### config.mk
export PLATFORM = sky130hd
export DESIGN_NAME = tl45_pipe_ctrl
export DESIGN_NICKNAME = d
export VERILOG_FILES = /design/src/rtl/tl45_pipe_ctrl.sv
export SDC_FILE = /design/constraint.sdc
export NUM_CORES = 1
export LEC_CHECK = 0
export ABC_AREA = 1
export CAP_MARGIN = 15
export CORE_UTILIZATION = 50
export DETAILED_ROUTE_END_ITERATION = 12
export PLACE_DENSITY = 0.87
export SETUP_SLACK_MARGIN = 0.1
export SYNTH_ARGS = -nofsm -noshare
export SYNTH_HDL_FRONTEND = slang
export SYNTH_SLANG_ARGS = --single-unit
### constraint.sdc
create_clock -name i_clk -period 3.75 [get_ports i_clk]
set_input_delay 0.9375 -clock i_clk [delete_from_list [all_inputs] [get_ports i_clk]]
set_output_delay 0.9375 -clock i_clk [all_outputs]
set_load 0.1 [all_outputs]
### src/rtl/tl45_pipe_ctrl.sv
// TL45 issue/hazard controller: per-register in-flight write scoreboard,
// branch flush sequencing and pipeline drain handshake.
module tl45_pipe_ctrl #(
   parameter int unsigned FLUSH_CYCLES = 2,
   parameter int unsigned CNT_W        = 2
) (
   input  logic        i_clk,
   input  logic        i_reset,
   input  logic        i_dec_valid,
   input  logic [3:0]  i_dec_dr,
   input  logic [3:0]  i_dec_sr1,
   input  logic [3:0]  i_dec_sr2,
   input  logic        i_dec_wr,
   input  logic        i_alu_busy,
   input  logic        i_br_taken,
   input  logic        i_wb_valid,
   input  logic [3:0]  i_wb_dr,
   input  logic        i_drain_req,
   output logic        o_dec_stall,
   output logic        o_issue,
   output logic        o_flush,
   output logic        o_drain_ack,
   output logic [15:0] o_busy_mask,
   output logic        o_sb_err
);

   localparam int unsigned NREG  = 16;
   localparam int unsigned FCW   = 3;
   localparam logic [FCW-1:0] FLOAD = FCW'(FLUSH_CYCLES - 1);

   typedef enum logic [1:0] {S_RUN, S_FLUSH, S_DRAIN} state_t;

   state_t             r_state, w_state_nxt;
   logic [FCW-1:0]     r_fcnt, w_fcnt_nxt;
   logic [CNT_W-1:0]   r_cnt [NREG];
   logic               r_err;

   logic [NREG-1:0]    w_zero;
   logic [NREG-1:0]    w_inc;
   logic [NREG-1:0]    w_dec;
   logic               w_all_zero;
   logic               w_hazard;
   logic               w_run_ok;
   logic               w_flush;
   logic               w_ack;
   logic               w_issue;
   logic               w_err_set;

   // Entry 0 is never incremented or decremented, so it reads as zero forever.
   always_comb begin
      for (int i = 0; i < NREG; i++) begin
         w_zero[i] = (r_cnt[i] == '0);
      end
   end

   assign w_all_zero = &w_zero;

   assign w_hazard = i_dec_valid &&
                     (!w_zero[i_dec_sr1] || !w_zero[i_dec_sr2] ||
                      (i_dec_wr && (i_dec_dr != 4'd0) && (r_cnt[i_dec_dr] == '1)) ||
                      i_alu_busy);

   // Flush/drain state machine; a taken branch always wins over drain.
   always_comb begin
      w_state_nxt = r_state;
      w_fcnt_nxt  = r_fcnt;
      w_flush     = 1'b0;
      w_ack       = 1'b0;
      w_run_ok    = 1'b0;
      case (r_state)
         S_RUN: begin
            if (i_br_taken) begin
               w_flush     = 1'b1;
               w_fcnt_nxt  = FLOAD;
               w_state_nxt = (FLOAD != '0) ? S_FLUSH : S_RUN;
            end else if (i_drain_req) begin
               w_state_nxt = S_DRAIN;
            end else begin
               w_run_ok    = 1'b1;
            end
         end
         S_FLUSH: begin
            w_flush = 1'b1;
            if (i_br_taken) begin
               w_fcnt_nxt  = FLOAD;
               w_state_nxt = (FLOAD != '0) ? S_FLUSH : S_RUN;
            end else if (r_fcnt <= FCW'(1)) begin
               w_fcnt_nxt  = '0;
               w_state_nxt = S_RUN;
            end else begin
               w_fcnt_nxt  = r_fcnt - FCW'(1);
            end
         end
         S_DRAIN: begin
            if (i_br_taken) begin
               w_flush     = 1'b1;
               w_fcnt_nxt  = FLOAD;
               w_state_nxt = (FLOAD != '0) ? S_FLUSH : S_RUN;
            end else if (w_all_zero && !i_alu_busy) begin
               w_ack       = 1'b1;
               w_state_nxt = S_RUN;
            end
         end
         default: begin
            w_state_nxt = S_RUN;
            w_fcnt_nxt  = '0;
         end
      endcase
   end

   assign w_issue = !i_reset && w_run_ok && i_dec_valid && !w_hazard;

   assign w_inc = (w_issue && i_dec_wr && (i_dec_dr != 4'd0)) ?
                  (NREG'(1) << i_dec_dr) : '0;
   assign w_dec = (i_wb_valid && (i_wb_dr != 4'd0)) ?
                  (NREG'(1) << i_wb_dr) : '0;

   // A writeback to an idle register is a scoreboard underflow.
   assign w_err_set = |(w_dec & ~w_inc & w_zero);

   always_ff @(posedge i_clk or posedge i_reset) begin
      if (i_reset) begin
         r_state <= S_RUN;
         r_fcnt  <= '0;
         r_err   <= 1'b0;
      end else begin
         r_state <= w_state_nxt;
         r_fcnt  <= w_fcnt_nxt;
         r_err   <= r_err | w_err_set;
      end
   end

   always_ff @(posedge i_clk or posedge i_reset) begin
      if (i_reset) begin
         for (int i = 0; i < NREG; i++) begin
            r_cnt[i] <= '0;
         end
      end else begin
         for (int i = 0; i < NREG; i++) begin
            if (w_inc[i] && !w_dec[i]) begin
               r_cnt[i] <= r_cnt[i] + CNT_W'(1);
            end else if (w_dec[i] && !w_inc[i] && !w_zero[i]) begin
               r_cnt[i] <= r_cnt[i] - CNT_W'(1);
            end
         end
      end
   end

   assign o_issue     = w_issue;
   assign o_flush     = !i_reset && w_flush;
   assign o_drain_ack = !i_reset && w_ack;
   assign o_dec_stall = !i_reset && i_dec_valid && !w_issue && !w_flush;
   assign o_busy_mask = i_reset ? '0 : ~w_zero;
   assign o_sb_err    = r_err;

endmodule

[After elaboration in Yosys (flattened, before gate mapping)]
Index checks and enable logic that the tools add are counted.
Storage, ports and cells
  register bits after elaboration: 38
  memory bits (writable): 0
  output and inout port bits: 21
  bits of input ports: 24
  memory bits (read-only): 0
  memories kept: 0
  bits in latches: 0
  word-level logic and storage cells: 292
Cells by class
  mux-type cells: 61
  order comparisons: 4
  multiply operators: 0
  reduce and logical (&&, ||, !) cells: 160
  divide/modulo/power cells: 0
  add/subtract/negate cells: 33
  shift-type cells: 2
  bitwise operators: 6
  equality and inequality tests: 7
Operators with widths (number)
  2-bit two-way mux: 40
  1-bit logical AND: 63
  1-bit logical NOT: 55
  16-bit two-way mux: 3
  2-bit logical NOT: 17
  2-bit by 1-bit adder with 2-bit output (second input constant): 16
  16-bit bitwise AND: 2
  16-bit inverter: 2
  2-bit nonzero test: 16
  1-bit by 4-bit << shifter with 16-bit output (first input constant): 2
  2-bit by 1-bit subtractor with 2-bit output (second input constant): 16
  16-bit AND reduction: 1
  16-bit OR reduction: 1
  4-bit by 5-bit < comparator with 1-bit output (second input constant): 2
  1-bit two-way mux: 9
  3-bit two-way mux: 3
  3-bit inequality test (second input constant): 3
  1-bit binary-select mux with 4-bit select: 2
  2-bit binary-select mux with 4-bit select: 1
  4-bit nonzero test: 2
  2-bit one-hot mux with 3 select lines: 1
  3-bit one-hot mux with 2 select lines: 1
  5-bit greater-or-equal comparator (second input constant): 1
  4-bit inverter with 5-bit output: 1
  10 further kinds: 13

[Logic depth before layout (Yosys ltp)]
Gate-level depths: netlist of the first run.
  depth after elaboration: 19
  gate-level depth with buffers: 17
  gate-level depth less buffers: 15

[Worst setup path after synthesis of the first run]
No wires, ideal clock.
  kind: input to output
  from: input i_reset
  to: output o_dec_stall
  arrival: 4.824 ns
  cell stages on the path: 9
  required time: 2.812 ns
  slack: -2.011 ns
  buffers on the path: 2
  path through: buf_6 -> inv_1 -> nand2_1 -> nor3_1 -> nand3_2 -> nor2_8 -> buf_12 -> and2_1 -> nor3_1
On the way
  longest elaborated chain between the ends: 7
  elaborated cells on any way between the ends: 8
  those cells by class: reduce/logical: 8
RTL lines
  start: declaration: line 8  | input logic i_reset,
  1-bit logical NOT: line 111  | assign w_issue = !i_reset && w_run_ok && i_dec_valid && !w_hazard;
  1-bit logical AND (3 in series): line 111
  named net o_issue: line 20  | output logic o_issue,
  1-bit logical NOT: line 152  | assign o_dec_stall = !i_reset && i_dec_valid && !w_issue && !w_flush;
  1-bit logical AND (2 in series): line 152
  end: declaration: line 19  | output logic o_dec_stall,
The timed path passes the listed nets, and every way through them passes these cells.

[Worst setup path in the final report of the first run]
  from: input i_br_taken
  to: output o_dec_stall
On the way
  longest elaborated chain between the ends: 8
  elaborated cells on any way between the ends: 11
  those cells by class: mux: 4; reduce/logical: 7
RTL lines
  start: declaration: line 15  | input logic i_br_taken,
  1-bit two-way mux: line 72  | if (i_br_taken) begin
  1-bit two-way mux: line 70  | case (r_state)
  1-bit logical AND (3 in series): line 111
  1-bit logical NOT: line 152
  1-bit logical AND: line 152
  1-bit logical AND (*): line 152
Mark *: on every way between the ends. The rest lies on a longest branch, timed or not.

==> results of run 1 <==
layer usage:
| metal | vias up | routed length, um | share of wire |
|---|---|---|---|
| met2 | 163 | 4640 | 0.49 |
| met4 | 0 | 272 | 0.028 |
| met1 | 1665 | 3960 | 0.41 |
| li1 | 1745 | - | - |
| met5 | - | 0 | 0 |
| met3 | 31 | 676 | 0.071 |
metrics by stage:
step           TNS (ns)  total power [W]  area [um^2]
2_1_floorplan    -0.544          0.00111         3490
3_3_place_gp    -0.0114          0.00136         4240
3_5_place_dp    -0.0157          0.00139         4240
4_1_cts               0          0.00181         4380
5_1_grt               0          0.00191         4380
6_report              0          0.00181         4380
power breakdown:
part / internal, W / leakage [nW] / switching, W
clock: 0.000267 / 0.0683 / 0.000157
sequential: 0.000468 / 0.512 / 0.0000991
combinational: 0.000293 / 1.59 / 0.000531
worst register-to-register path, cell delays in order (launching register included):
cell and delay (ns):
dfrtp_1 0.47, inv_1 0.12, ha_1 0.21, nand2_1 0.09, nor2_1 0.09, inv_1 0.06
nor3_2 0.14, nand3_2 0.15, nor2_8 0.11, buf_4 0.26, nand4_1 0.21, nor2_1 0.18
o21bai_1 0.15, xor2_1 0.18
synth_stat cells:
cell      count  area share
nand2_1     132        0.14
nor2_1       55       0.060
nand3_1      52       0.075
inv_1        48       0.052
dfrtp_1      38        0.27
nor3_1       24       0.035
o21ai_0      17       0.025
xor2_1       16       0.040
nor2_4       14       0.046
o21bai_1     13       0.028
nand4_1      11       0.020
a21oi_1       9       0.013
nor2_2        9       0.016
nand4_2       8       0.029
ha_1          7       0.025
inv_2         6      0.0065
buf_4         5       0.011
a31oi_1       4      0.0072
buf_2         3      0.0043
buf_6         3      0.0098
clkbuf_1      3      0.0033
nand3_2       3      0.0087
nand2_2       2      0.0036
nand2_4       2      0.0065
nand3b_1      2      0.0043
o21ai_1       2      0.0029
o21bai_2      2      0.0065
or2_2         2      0.0036
a211oi_1      1      0.0022
a31oi_4       1      0.0061
and2_1        1      0.0018
buf_12        1      0.0058
inv_4         1      0.0018
nand3_4       1      0.0051
nand4_4       1      0.0061
nor2_8        1      0.0058
nor4_1        1      0.0018
o22ai_1       1      0.0018
o32ai_1       1      0.0025
registers in the layout, summed over array words and instances, names as in the netlist:
name / cells
r_cnt: 32
r_fcnt: 3
r_state: 2
o_sb_err: 1
layout by cell type, fill, tap and decap left out, types with 2 or more instances in the layout:
master / n
a21oi_1: 9
nand2_2: 3
clkbuf_8: 5
nand2_4: 2
nor3_1: 22
clkdlybuf4s50_1: 20
bufinv_16: 2
nor2_1: 54
dfrtp_1: 38
xor2_1: 16
nand3_1: 52
nand3_2: 3
o21ai_0: 17
o21bai_1: 13
buf_12: 22
inv_2: 7
dlymetal6s2s_1: 2
nor2_2: 10
nand4_2: 8
inv_1: 46
buf_4: 12
o21ai_1: 2
nor2_4: 14
a31oi_1: 4
dlygate4sd2_1: 2
ha_1: 7
nand2_1: 131
or2_2: 2
nand3b_1: 2
nand4_1: 11
o21bai_2: 2
logic make-up after synthesis:
group	count (synthesis)	share of synthesized area
buf+inv	70	0.0943
xor+xnor	16	0.0405
compound gates	51	0.0950
simple gates	321	0.470
fa+ha+maj	7	0.0253
flops	38	0.275
worst max-delay path by stage:
stage                     cells after the start  slack [ns]           to          from
after floorplan                               9       -0.54  o_dec_stall       i_reset
after global placement                       11       -0.01  o_dec_stall   i_dec_dr[0]
after detailed placement                     11       -0.02  o_dec_stall   i_dec_dr[1]
after CTS                                    11        0.13  o_dec_stall  i_dec_sr2[0]
after global routing                         11        0.10  o_dec_stall    i_br_taken
final                                        11        0.22  o_dec_stall    i_br_taken
final cells by class:
type                    count  area share
clock buffers               5      0.0157
inverters                  55      0.0486
repair buffers             58       0.177
well taps                  77      0.0220
flip-flops and latches     38       0.217
clock inverters             3      0.0157
multi-input cells         395       0.504
==> metrics, run 1 <==
Critical Path AT 2.59 ns; CP top delay family buffers and inverters; Seq/Total Area, Yosys 0.275; WP buf/inv 4; Mapped Cells 503; Layout Skew 0.00407 ns; outcome completed; critical-path cell list clkdlybuf4s50_1 > inv_1 > nand2_1 > nor2_1 > inv_1 > nor3_2 > nand3_2 > nor2_8 > and2_4 > nor3_4 > buf_12; Chip Width 85.2 um; Min-Delay Path Class reg2reg; vias in the first global route 3490; via density per instance 5.71; endpoints failing setup 0; fin nets 584; Cell variety after synth 39; cell total after placement 623; FF-to-FF End r_cnt[12]; RD Place Congestion 0.944; R2R depth 13; busiest layer in global routing met2; Die Y 85.2 um; wire length per cell ~15 um; row count 29; largest net degree at the start of global routing 39; Rel. slew slack 0.358; count of state elements after synthesis 38; Yosys warning count 0; Worst Hold Launch r_cnt[31]; grt met2 use 0.468; final worst slack 0.224 ns; CTS tree done; Residual DRC 0; register area about 950 um^2; postcts setup bufs 0; Cell Area, Synth 3460 um^2; Max Buffers Root-to-Sink 2; Clock Pin Slew Worst Setup and Hold Paths about 0.080 ns; Worst Hold Endpoint r_cnt[31]; CTS Hold Bufs 0; Period minus WS final 3.53 ns; htree depth 2; antenna violations before repair 0; First DRT Iteration DRCs 270; share of cells above drive strength 1 0.184; I/O Pins 45; Slowest-stage cell, CP clkdlybuf4s50_1; # port buffers 44; crit share post-route 0.940; R2R Setup Slk between 1 and 1.5 ns; Final Slew Violations 0; RR Startpoint r_state[0]; Setup crit end kind primary output; # clock sinks 38; Avg Cell Area, Syn 6.89 um^2; area of the multi-input gates 2210 um^2; CP required ~2.8 ns; Critical Path Max Stage Delay 0.46 ns; PD cells ~410 nW/um^2; Synth-to-Final Area Change 26.5%; WHS Path Cells 0; final antenna-violating net count 0; fin cells 631; Max VDD drop 0.195 mV; GR Layer Usage met1 0.358; DRT Pass-1 Iters 5; most used cell, CP inv_1; Setup CP Type in2out; via count 3604; syn nets 534; Hold Worst Slack 0.422 ns; Initial Util 0.530; Pleak 2.17 nW; final wirelength 9550 um; total gr overflow 0; Inserted Clock Buffers 5; diode count 0; max-cap viol count 0; Filler Cell Count between 500 and 600; grt met3 use 0.0447; Max Fclk 284 MHz; Die Area 7260 um^2; RSZ-0062 raised after global routing no; Worst Setup Start Kind primary input; Setup WS pre-CTS -0.0157 ns; root buf cell clkbuf_8; post-DP HPWL 7520 um; Max FO, Critical Path 4; Final Hold Fails 0; first-pass GRT wire length 16000 um; Worst-Margin Slew 0.960 ns; Clock Latency Late Sink 0.29 ns; core region area 6530 um^2; GRT Total Usage 0.278; Post-CTS Resized 2; final core occ 0.671
(Power assumes the default switching activity.)
==> run 2: changes to the inputs <==
CORE_MARGIN = 1.5   (was default)
CTS_BUF_LIST = sky130_fd_sc_hd__clkbuf_4 sky130_fd_sc_hd__clkbuf_8 sky130_fd_sc_hd__clkbuf_16   (was default)
==> run 2 against run 1 <==
Compared with the run above:
- hold slack lost 0.0040 ns
- critical path type unchanged
- maximum frequency shrank 0.66%
- sequential cell count is the same
- core utilization shrank 2.6 points
- combinational power grew 0.7%
- non-clock buffer count grew 1
- final cell count grew 0.63%
- die area grew 2.4%
- global-route usage shrank 0.77 points
==> metrics, run 2 (synthesis gave the netlist of run 1 again) <==
outcome completed; RSZ-0062 raised after global routing no; Die Y 86.2 um; CP endpoint o_dec_stall; I/O Pins 45; root buf cell clkbuf_8; Hold Worst Slack 0.418 ns; Setup WS pre-CTS 0.0370 ns; Setup CP Type in2out; Clock Pin Slew Worst Setup and Hold Paths 0.08 ns; Initial Util 0.513; fin nets about 590; CP required 2.81 ns; # clock sinks 38; Final Instance Area 4360 um^2; Critical Path AT 2.61 ns; commonest cells after routing, fill and taps aside nand2_1, nor2_1, nand3_1; max reg flops 32; R2R Setup Slk 1.20 ns; Max Fclk 282 MHz; Slowest-stage cell, CP clkdlybuf4s50_1; # port buffers 44; share of cells above drive strength 1 0.187; critical-path cell list clkdlybuf4s50_1 > buf_4 > nand2_1 > nand3_1 > nand3_1 > nand3b_1 > nand3_2 > nor2_8 > and2_4 > nor3_4 > buf_12; vias in the first global route 3464; commonest non-fill, non-tap cell in the layout nand2_1; row count 30; final antenna-violating net count 0; CTS tree done; Synth-to-Final Area Change 25.8%; total gr overflow 0; Min-Delay Path Class reg2reg; Setup crit end kind primary output; Chip Width 86.2 um; largest net degree at the start of global routing 39; max-cap viol count 0; WL met2 about 4600 um; diode count 0; Pleak 2.15 nW; First DRT Iteration DRCs 224; wire length per cell 14.9 um; via count 3590; via density per instance 5.65; Critical Path Max Stage Delay 0.43 ns; met1 wire length 3990 um; Inserted Clock Buffers 5; Die Area ~7400 um^2; Rel. slew slack 0.359; Clock Latency Late Sink ~0.3 ns; FF-to-FF End o_sb_err; post-DP HPWL approximately 7400 um; RR Startpoint r_state[0]; dpl cell area 4240 um^2; final wirelength 9440 um; largest register by flop count r_cnt; antenna violations before repair 0; Max Buffers Root-to-Sink 2; Period minus WS final 3.55 ns; Final Slew Violations 0; Residual DRC 0; crit share post-route 0.947; PD cells 402 nW/um^2; first-pass GRT wire length 15900 um; Max FO, Critical Path 8; Worst-Margin Slew 0.959 ns; htree depth 2; endpoints failing setup 0; Final Hold Fails 0; largest registers r_cnt: 32 flops, r_fcnt: 3 flops, r_state: 2 flops; metal3 WL 612 um; R2R depth 16; Filler Cell Count 579; most used cell, CP nand3_1; CP Launch Point i_dec_sr2[0]; DRT Pass-1 Iters 7; DR top layer met4; core region area 6760 um^2; GRT Total Usage 0.270; RD Place Congestion ~1.0; Layout Skew a little under 0.008 ns; Worst Setup Start Kind primary input; final worst slack 0.201 ns; Max VDD drop 0.259 mV
## run 2: cell types whose count changed in the layout (fill, tap and decap cells not counted), sizes merged
cell	delta
clkinvlp	+2
buf	+1
bufinv	-1
clkinv	-1
## run 2: where the power goes
part           internal, W  switching, W
combinational     0.000294      0.000536
sequential        0.000468     0.0000970
clock             0.000198      0.000157
total             0.000960      0.000790
## run 2: worst min-delay path by stage
stage,to,from,slack (ns),cells past startpoint
2_1_floorplan,r_cnt[30],r_cnt[30],0.45,1
3_3_place_gp,r_cnt[31],r_cnt[31],0.41,0
3_5_place_dp,r_cnt[31],r_cnt[31],0.40,0
4_1_cts,r_cnt[31],r_cnt[31],0.42,0
5_1_grt,r_cnt[31],r_cnt[31],0.44,0
6_report,r_cnt[31],r_cnt[31],0.42,0
## run 2: metal layers
layer  GRT usage  vias up
li1            -     1751
met1       0.344     1647
met2       0.466      162
met3      0.0371       30
met4       0.109        0
met5           0        -
## run 2: what timing repair did
item	in CTS	in global routing
hold buffers	0	0
setup buffers	0	0
cloned	0	0
pin swaps	0	2
gates resized for setup	2	4
setup endpoints to repair	1	1
hold endpoints to repair	0	0
## run 2: critical path, delay by kind of cell
kind                   cells  cell delay (ns)
AND/OR/NAND/NOR            8             0.86
buffers and inverters      3             0.81
## run 2: through the flow
step                instances   util  total power, W  setup TNS, ns
global placement          627  0.627         0.00135              0
detailed placement        627  0.627         0.00139              0
finish                    635  0.645         0.00175              0
global route              635  0.645         0.00186              0
floorplan                 503      -         0.00111         -0.544
CTS                       635  0.644         0.00175              0
## run 2: layout make-up
cell class / instances / area (um^2) / area share
clock buffer: 5 / 68.8 / 0.0158
sequential: 38 / 951 / 0.218
multi-input combinational: 395 / 2210 / 0.507
inverter: 55 / 213 / 0.0488
clock inverter: 3 / 45.0 / 0.0103
tap: 80 / 100 / 0.0230
timing repair buffer: 59 / 768 / 0.176
==> run 3: changes to the inputs <==
CORE_UTILIZATION = 45   (was 50)
PLACE_DENSITY = 0.74   (was 0.87)
==> run 3 against run 2 <==
Compared with the run above:
- sequential power increased by 1%
- sequential cell count unchanged
- register-to-register slack improved by 0.03 ns
- final cell count increased by 3.5%
- die area increased by 11%
- core utilization decreased by 4.1 points
- worst setup slack got worse by 0.012 ns
- critical endpoint unchanged
- sequential share of layout area decreased by 0.36 points
- design area increased by 1.7%
- largest cell class unchanged
- maximum frequency decreased by 0.33%
==> metrics, run 3 (synthesis gave the netlist of run 1 again) <==
Setup CP Type in2out; root buf cell clkbuf_8; first-pass GRT wire length 16500 um; max-cap viol count 0; total gr overflow 0; Residual DRC 0; diode count 0; GRT Total Usage 0.251; core region area between 7000 and 8000 um^2; Die Area 8230 um^2; Max Buffers Root-to-Sink 2; register area 951 um^2; I/O Pins 45; Period minus WS final 3.56 ns; RSZ-0062 raised after global routing yes; Pleak 2.18 nW; Critical Path Max Stage Delay 0.30 ns; final wirelength just under 10000 um; largest registers r_cnt: 32 flops, r_fcnt: 3 flops, r_state: 2 flops; Final Slew Violations 0; share of cells above drive strength 1 0.192; final antenna-violating net count 0; Clock Pin Slew Worst Setup and Hold Paths ~0.070 ns; DRT Pass-1 Iters 5; Critical Path AT 2.62 ns; RD Place Congestion 0.956; Initial Util 0.472; post-DP HPWL a little under 8000 um; critical-path cell list dlygate4sd2_1 > buf_12 > nor2_2 > nand2_1 > nand3_1 > nand3_1 > nand3_2 > nand3_4 > and2_4 > nor3_4 > buf_12; # clock sinks 38; area of the multi-input gates 2210 um^2; Max FO, Critical Path 18; Max Fclk 281 MHz; Rel. slew slack 0.354; Worst-Margin Slew 0.966 ns; Layout Skew 0.00695 ns; via density per instance 5.48; wire length per cell 15.0 um; # port buffers 44; Setup crit end kind primary output; final core occ 0.604; commonest cells after routing, fill and taps aside nand2_1, nor2_1, nand3_1; crit share post-route 0.950; Slowest-stage cell, CP dlygate4sd2_1; WP buf/inv 3; endpoints failing setup 0; TNS Setup 0 ns; Die Y between 90 and 100 um; largest register by flop count r_cnt; Chip Width 90.7 um; commonest non-fill, non-tap cell in the layout nand2_1; Min-Delay Path Class reg2reg; fin nets just under 600; max reg flops 32; Synth-to-Final Area Change 27.9%; htree depth 2; Worst Setup Start Kind primary input; Inserted Clock Buffers 5; postcts setup bufs 0; Final Hold Fails 0; largest net degree at the start of global routing 39; via count between 3000 and 4000; row count 31; PD cells just over 400 nW/um^2; Max VDD drop 0.262 mV; Filler Cell Count 638; antenna violations before repair 0; CP required 2.81 ns; CTS tree done; CP top delay family simple AND/OR/NAND/NOR gates; vias in the first global route between 3000 and 4000; outcome completed; Clock Latency Late Sink 0.29 ns; First DRT Iteration DRCs between 300 and 400
## run 3: cell count changes in the layout (fill, tap and decap cells not counted), sizes merged
cell	before	now
buf	35	38
clkinvlp	3	1
bufinv	1	2
clkbuf	5	6
clkdlybuf4s50	20	21
dlymetal6s2s	2	1
## run 3: per-stage QoR
| stage | hold slack, ns | instances | worst slack [ns] | area, um^2 | power, W |
|---|---|---|---|---|---|
| after floorplan | 0.451 | 503 | -0.544 | 3490 | 0.00111 |
| after global placement | 0.399 | 649 | 0.0240 | 4290 | 0.00137 |
| after detailed placement | 0.389 | 649 | -0.0169 | 4290 | 0.00139 |
| after CTS | 0.409 | 657 | 0.141 | 4430 | 0.00183 |
| after global routing | 0.427 | 657 | 0.0971 | 4430 | 0.00192 |
| final | 0.405 | 657 | 0.189 | 4430 | 0.00183 |
## run 3: final cells by class
class,instances,area share
well taps,99,0.0280
inverters,55,0.0480
clock buffers,6,0.0186
flip-flops and latches,38,0.215
multi-input cells,395,0.499
clock inverters,2,0.0136
repair buffers,62,0.178
## run 3: per-layer routing
layer | up-vias | track usage | share of wire
li1 | 1756 | - | -
met1 | 1658 | 0.306 | 0.42
met2 | 155 | 0.430 | 0.47
met3 | 33 | 0.0379 | 0.070
met4 | 0 | 0.120 | 0.035
met5 | - | 0 | 0
## run 3: power breakdown
group	internal (W)	switching, W	leakage [nW]	total, W
sequential	0.000468	0.000104	0.512	0.000571
combinational	0.000294	0.000528	1.60	0.000821
clock	0.000284	0.000149	0.0714	0.000433
## run 3: worst paths after layout
| kind | from | cells after the start | to | slack [ns] |
|---|---|---|---|---|
| min in group asynchronous | i_reset | 3 | r_cnt[23] | 1.20 |
| setup reg to reg | r_state[0] | 13 | r_cnt[12] | 1.23 |
| max in group asynchronous | i_reset | 3 | r_cnt[10] | 2.21 |
| hold / removal | r_cnt[30] | 0 | r_cnt[30] | 0.40 |
| hold reg to reg | r_cnt[30] | 0 | r_cnt[30] | 0.40 |
| setup / recovery | i_dec_dr[0] | 11 | o_dec_stall | 0.19 |
## run 3: repair_timing
action / CTS / global route
endpoints found under the setup margin: 2 / 2
hold buffers: 0 / 0
cloned: 0 / 0
pin swaps: 0 / 0
gates resized for setup: 2 / 3
